File: src/rtl/pe_ofmap_drain_if.sv
// Handshake bundle for pe_ofmap_drain.
// slave = drain side (psum in, int8 out); master = driving side.
interface pe_ofmap_drain_if #(
  parameter int LANES = 8
) ();
  logic               in_valid;
  logic signed [31:0] in_ofmap [0:LANES-1];
  logic               in_ready;
  logic [4:0]         quant_shift;
  logic               relu_en;
  logic               out_valid;
  logic               out_ready;
  logic signed [7:0]  out_data;
  logic               out_last;
  logic               overflow;

  modport slave (
    input  in_valid,
    input  in_ofmap,
    input  quant_shift,
    input  relu_en,
    input  out_ready,
    output in_ready,
    output out_valid,
    output out_data,
    output out_last,
    output overflow
  );

  modport master (
    output in_valid,
    output in_ofmap,
    output quant_shift,
    output relu_en,
    output out_ready,
    input  in_ready,
    input  out_valid,
    input  out_data,
    input  out_last,
    input  overflow
  );
endinterface

File: src/rtl/pe_ofmap_drain.sv
// Ofmap drain: buffers psum vectors, serialises lanes as requantised int8.
// Ports: clk, rst (async, active-low), bus (pe_ofmap_drain_if.slave).
module pe_ofmap_drain #(
  parameter int LANES = 8,
  parameter int DEPTH = 4
) (
  input  logic             clk,
  input  logic             rst,
  pe_ofmap_drain_if.slave  bus
);
  localparam int AW = $clog2(DEPTH);
  localparam int LW = $clog2(LANES);

  typedef enum logic {
    IDLE,
    SEND
  } state_t;

  logic [31:0]   r_mem [DEPTH][LANES];
  logic [AW:0]   r_wp;
  logic [AW:0]   r_rp;
  logic [31:0]   r_hold [LANES];
  logic [4:0]    r_shift;
  logic          r_relu;
  logic          r_ovf;
  state_t        r_state;
  state_t        w_state_d;
  logic [LW-1:0] r_lane;
  logic [LW-1:0] w_lane_d;

  logic w_pop;
  logic w_push;
  logic w_full;
  logic w_empty;
  logic w_in_ready;
  logic w_last_lane;

  // Extra MSB on the pointers separates full from empty.
  assign w_empty = (r_wp == r_rp);
  assign w_full  = (r_wp[AW] != r_rp[AW]) &&
                   (r_wp[AW-1:0] == r_rp[AW-1:0]);

  // A pop in the same cycle frees the slot being written.
  assign w_in_ready  = !w_full || w_pop;
  assign w_push      = bus.in_valid && w_in_ready;
  assign w_last_lane = (r_lane == LW'(LANES - 1));

  always_comb begin
    w_state_d = r_state;
    w_lane_d  = r_lane;
    w_pop     = 1'b0;
    unique case (r_state)
      IDLE: begin
        if (!w_empty) begin
          w_pop     = 1'b1;
          w_state_d = SEND;
          w_lane_d  = '0;
        end
      end
      SEND: begin
        if (bus.out_ready) begin
          if (!w_last_lane) begin
            w_lane_d = r_lane + 1'b1;
          end else begin
            w_lane_d = '0;
            if (!w_empty) begin
              w_pop = 1'b1;
            end else begin
              w_state_d = IDLE;
            end
          end
        end
      end
      default: begin
        w_state_d = IDLE;
      end
    endcase
  end

  always_ff @(posedge clk) begin
    if (w_push) begin
      for (int l = 0; l < LANES; l++) begin
        r_mem[r_wp[AW-1:0]][l] <= bus.in_ofmap[l];
      end
    end
  end

  always_ff @(posedge clk or negedge rst) begin
    if (!rst) begin
      r_state <= IDLE;
      r_lane  <= '0;
      r_wp    <= '0;
      r_rp    <= '0;
      r_ovf   <= 1'b0;
      r_shift <= '0;
      r_relu  <= 1'b0;
      for (int l = 0; l < LANES; l++) begin
        r_hold[l] <= '0;
      end
    end else begin
      r_state <= w_state_d;
      r_lane  <= w_lane_d;
      if (w_push) begin
        r_wp <= r_wp + 1'b1;
      end
      if (bus.in_valid && !w_in_ready) begin
        r_ovf <= 1'b1;
      end
      // Shift/relu are frozen per vector at pop time.
      if (w_pop) begin
        r_rp    <= r_rp + 1'b1;
        r_shift <= bus.quant_shift;
        r_relu  <= bus.relu_en;
        for (int l = 0; l < LANES; l++) begin
          r_hold[l] <= r_mem[r_rp[AW-1:0]][l];
        end
      end
    end
  end

  logic signed [32:0] w_x;
  logic signed [32:0] w_rnd;
  logic signed [32:0] w_sum;
  logic signed [32:0] w_shr;
  logic signed [7:0]  w_q;

  // Round half up, then arithmetic shift; 33 bits cannot overflow.
  assign w_x   = {r_hold[r_lane][31], r_hold[r_lane]};
  assign w_rnd = (r_shift == 5'd0) ? 33'sd0 :
                 (33'sd1 <<< (r_shift - 5'd1));
  assign w_sum = w_x + w_rnd;
  assign w_shr = w_sum >>> r_shift;

  always_comb begin
    w_q = w_shr[7:0];
    if (r_relu && w_shr[32]) begin
      w_q = 8'sd0;
    end else if (w_shr > 33'sd127) begin
      w_q = 8'sd127;
    end else if (w_shr < -33'sd128) begin
      w_q = -8'sd128;
    end
  end

  assign bus.in_ready  = w_in_ready;
  assign bus.out_valid = (r_state == SEND);
  assign bus.out_data  = (r_state == SEND) ? w_q : 8'sd0;
  assign bus.out_last  = (r_state == SEND) && w_last_lane;
  assign bus.overflow  = r_ovf;
endmodule

File: src/flat_wrapper.sv
// flat-port wrapper written by rule: the top's interface ports become plain ports
module pe_ofmap_drain_flat 
#(
  parameter int LANES = 8,
  parameter int DEPTH = 4
)
  (clk, rst, bus_in_valid, bus_in_ofmap, bus_quant_shift, bus_relu_en, bus_out_ready, bus_in_ready, bus_out_valid, bus_out_data, bus_out_last, bus_overflow);
  pe_ofmap_drain_if #(.LANES(LANES)) bus_i ();
  input  logic clk;
  input  logic rst;
  input wire logic [$bits(bus_i.in_valid)-1:0] bus_in_valid;
  input wire logic [$bits(bus_i.in_ofmap)-1:0] bus_in_ofmap;
  input wire logic [$bits(bus_i.quant_shift)-1:0] bus_quant_shift;
  input wire logic [$bits(bus_i.relu_en)-1:0] bus_relu_en;
  input wire logic [$bits(bus_i.out_ready)-1:0] bus_out_ready;
  output wire logic [$bits(bus_i.in_ready)-1:0] bus_in_ready;
  output wire logic [$bits(bus_i.out_valid)-1:0] bus_out_valid;
  output wire logic [$bits(bus_i.out_data)-1:0] bus_out_data;
  output wire logic [$bits(bus_i.out_last)-1:0] bus_out_last;
  output wire logic [$bits(bus_i.overflow)-1:0] bus_overflow;
  assign bus_i.in_valid = bus_in_valid;
  assign bus_i.in_ofmap = {>>{bus_in_ofmap}};
  assign bus_i.quant_shift = bus_quant_shift;
  assign bus_i.relu_en = bus_relu_en;
  assign bus_i.out_ready = bus_out_ready;
  assign bus_in_ready = bus_i.in_ready;
  assign bus_out_valid = bus_i.out_valid;
  assign bus_out_data = bus_i.out_data;
  assign bus_out_last = bus_i.out_last;
  assign bus_overflow = bus_i.overflow;
  pe_ofmap_drain #(.LANES(LANES), .DEPTH(DEPTH)) u_core (.clk(clk), .rst(rst), .bus(bus_i));
endmodule
File: config.mk
export PLATFORM = sky130hd
export DESIGN_NAME = pe_ofmap_drain_flat
export DESIGN_NICKNAME = d
export VERILOG_FILES = /design/src/rtl/pe_ofmap_drain_if.sv /design/src/rtl/pe_ofmap_drain.sv /design/src/flat_wrapper.sv
export SDC_FILE = /design/constraint.sdc
export NUM_CORES = 2
export LEC_CHECK = 0
export BUFFER_PORTS_ARGS = -buffer_cell sky130_fd_sc_hd__buf_2
export CORE_MARGIN = 2
export CORE_UTILIZATION = 50
export DETAILED_ROUTE_END_ITERATION = 10
export HOLD_SLACK_MARGIN = 0.08
export PLACE_DENSITY = 0.75
export SLEW_MARGIN = 5
export SYNTH_ARGS = -nofsm -noshare
export SYNTH_HDL_FRONTEND = slang
export SYNTH_SLANG_ARGS = --single-unit
File: constraint.sdc
create_clock -name clk -period 21.5 [get_ports clk]
set_input_delay 1.075 -clock clk [delete_from_list [all_inputs] [get_ports clk]]
set_output_delay 1.075 -clock clk [all_outputs]
set_load 0.02 [all_outputs]
==> out/results.ini <==
[worst_setup_path]
crit_family=simple AND/OR/NAND/NOR gates
slowest_delay_ps=1020
worst-path-stages=17
cp_common_cell=mux2_2
cp_cell_sequence=buf_4, mux4_2, mux2_2, ha_1, nand2_1, nor4_1, o211a_1, nor4b_1, or3_1, mux2_2, nor3_1, and3b_1, or4b_1, nor4b_2, a31oi_1, o21ai_1, buf_2
rrSetupSlack_ps=14470
rr_worst_depth=9
start_kind=register
cpMaxStageDelayCell=dfrtp_4
cp.arrival_ps=8440
critPathKind=register to output port
worstPathRequired_ps=20430
path_max_fanout=37
r2r_end=u_core.r_mem[0][9]
crit_path_end_kind=output port
reg2reg_from=u_core.r_lane[0]
cp_num_buf_inv=2

[synth]
yosys-top-cells-area=edfxtp_1 57%, mux4_2 13%, dfrtp_1 13%
synth_top_area_share_pct=56.5
synth-edff-count=1024
yosys_register_bits=1297
syn_area_sq_mm=0.0544
ys_warn_count=0
syn_area_per_cell_sq_um=18.6
synth_top_cell_by_area=edfxtp_1
syn_inst=2927
syn_nets=3233
ys_types=96
synth_ff_type=edfxtp_1
async_reset_ff_share_pct=21.0
synth-seq-area-share_pct=69.1

[detailed_routing]
dr.max_layer_used=met5
remaining_drc_errors=0
vias=29400
first_pass_iters=5
wl_met2_um=63300
wl_met3_um=9450
drt-initial-drc-count=2953
via_per_inst=6.20
ant_nets=0
drt-total-wl_um=131000
post_drt_wl_per_cell_um=27.6
drt-met1-wl_um=53700

[hold_path]
min-delay-path-class=input pin to async pin

[cells_and_area]
drive_gt1_share_pct=35.4
syn_to_final_growth_pct=13.4
fillCellCount=7915
final_nets=3522

[sta]
timing.final.ws_setup_ps=11990
slew_viol_final=0
setup_tns_ps=0
finalCriticalPeriod_ps=9510
clock.fmax_mhz=105
tightest_slew_ps=1180
rsz0062_at_grt=false
hold_viol_final=0
skew_ps=34.2
relSlewSlack_pct=20.3
fin_crit_sh_pct=44.3
setup_viol=0

[power_and_ir_drop]
ir_drop_mv=0.100
leakage_nw=21.5
p_per_area_mw_per_mm2=158

[placement]
io_buffer_count=277
pre_cts_ws_ps=12730
place_hpwl_um=83000
place.gp.congestion=0.973

[global_routing]
antenna_found_initial=54
grt_pass1_vias=29500
grtUsageTotal_pct=23.6
grt.overflow.total=0
grt_pass1_wl_um=195000
grt_max_degree=122

[die]
die-width_um=334
core_area_sq_mm=0.108
die-area_sq_mm=0.111
die_h_um=334
num_rows=120
start_util_pct=50.6
pin_count=278

[clock_tree]
cts_sinks=1297
cts_tree=done
cts_setup_buffers=0
clkSlewWorstSetupHoldPaths_ps=60
h-tree-depth=4
clkLatencyLatePin_ps=760
cts_resized=0
cts_root_buffer=clkbuf_16
cts_made_buffers=131
holdBufCountCts=0
clockBufferDepth=3

[run_status]
status=completed

[job]
drv_cap=0

==> metal layers <==
layer	GRT usage, %	vias up
met5	0	-
met3	5.38	280
met1	32.9	15300
met4	7.64	44
li1	-	12600
met2	37.3	1167
==> sequential cells by signal (all words and copies together), names as in the netlist <==
signal                flops
u_core.bus.out_valid      1
u_core.r_relu             1
u_core.bus.overflow       1
u_core.r_wp               3
u_core.r_mem           1024
u_core.r_hold           256
u_core.r_lane             3
u_core.r_shift            5
u_core.r_rp               3
==> worst reg2reg max path, stage by stage (launching register included) <==
cell,delay (ps)
dfrtp_4,1020
buf_4,690
ha_1,310
ha_1,220
a21boi_0,400
nand4_1,570
and3_4,680
buf_4,850
buf_4,890
buf_4,970
==> area by class of cell <==
type | instances | area, sq um | share of cell area [%]
clock buffers | 180 | 3560 | 5.78
flip-flops and latches | 1297 | 37600 | 60.9
inverters | 18 | 67.6 | 0.110
clock inverters | 64 | 813 | 1.32
diodes | 12 | 30.0 | 0.0487
multi-input cells | 1443 | 16100 | 26.1
repair buffers | 325 | 1790 | 2.91
well taps | 1403 | 1760 | 2.85
==> power breakdown <==
| part | switching, mW | internal, mW | leakage, nW |
|---|---|---|---|
| clock | 0.953 | 1.34 | 2.11 |
| combinational | 2.16 | 1.54 | 6.73 |
| sequential | 0.311 | 3.46 | 12.7 |
| total | 3.43 | 6.33 | 21.5 |
==> metrics by stage <==
| stage | total power [mW] | cells | util [%] | hold slack (ps) | cell area [sq um] |
|---|---|---|---|---|---|
| after floorplan | 6.41 | 2927 | - | 461 | 54400 |
| after global placement | 7.44 | 4486 | 53.3 | 477 | 57300 |
| after detailed placement | 7.48 | 4486 | 53.3 | 479 | 57300 |
| after CTS | 9.79 | 4730 | 57.4 | 393 | 61700 |
| after global routing | 10.2 | 4738 | 57.4 | 404 | 61700 |
| final | 9.76 | 4742 | 57.4 | 354 | 61700 |
==> cells by family (layout without fill, tap and decap cells) <==
| kind of cell | Yosys count | after routing | share of synthesized area [%] |
|---|---|---|---|
| other | 1 | 13 | 0.00690 |
| buffers and inverters | 187 | 587 | 1.39 |
| muxes | 663 | 663 | 20.4 |
| and+or+nand+nor | 381 | 381 | 3.42 |
| DFF | 1297 | 1297 | 69.1 |
| AOI/OAI and AO/OA | 336 | 336 | 4.42 |
| xor gates and xnor gates | 22 | 22 | 0.354 |
| adders and majority gates | 40 | 40 | 0.934 |
==> how the worst max path moves through the flow <==
stage / from / endpoint / slack, ps
floorplan: bus_out_ready / u_core.r_mem[3][0] / 13410
global placement: u_core.r_lane[0] / bus_out_data[5] / 12800
detailed placement: u_core.r_lane[0] / bus_out_data[6] / 12730
CTS: u_core.r_lane[0] / bus_out_data[6] / 11880
global route: u_core.r_lane[0] / bus_out_data[6] / 11430
finish: u_core.r_lane[0] / bus_out_data[6] / 11990
==> cells in the final DEF (no fill, tap or decap), drive strengths merged, types with 6 or more instances in the layout <==
master	instances
a211oi	22
a21boi	7
a21o	20
a21oi	64
a31oi	11
and2	16
and3	14
and4	7
buf	325
bufinv	13
clkbuf	180
clkinv	38
clkinvlp	6
dfrtp	273
diode	12
edfxtp	1024
ha	39
inv	25
mux2	301
mux2i	37
mux4	325
nand2	102
nand3	23
nand4	23
nor2	118
nor3	19
nor4	10
o211ai	27
o21a	18
o21ai	62
o221ai	7
o22ai	13
o31ai	7
or2	8
or3	17
or4	8
xnor2	13
xor2	9
==> Yosys cell counts (all sizes together), types with 5 or more instances <==
library cell,count
nor4,10
o221ai,7
o211ai,27
a21oi,64
a211oi,22
mux4,325
a22oi,5
edfxtp,1024
xor2,9
clkbuf,111
nor2,118
o31ai,7
nand3,23
o22ai,13
xnor2,13
or2,8
a2bb2oi,5
or3,17
inv,18
nand2,102
or4,8
a221oi,5
nor3,19
ha,39
mux2i,37
a21boi,7
mux2,301
nand4,23
o21a,18
and3,14
a31oi,11
buf,58
a21o,20
and4,7
dfrtp,273
and2,16
o21ai,62
No activity file was read; power rests on OpenSTA's default activity.
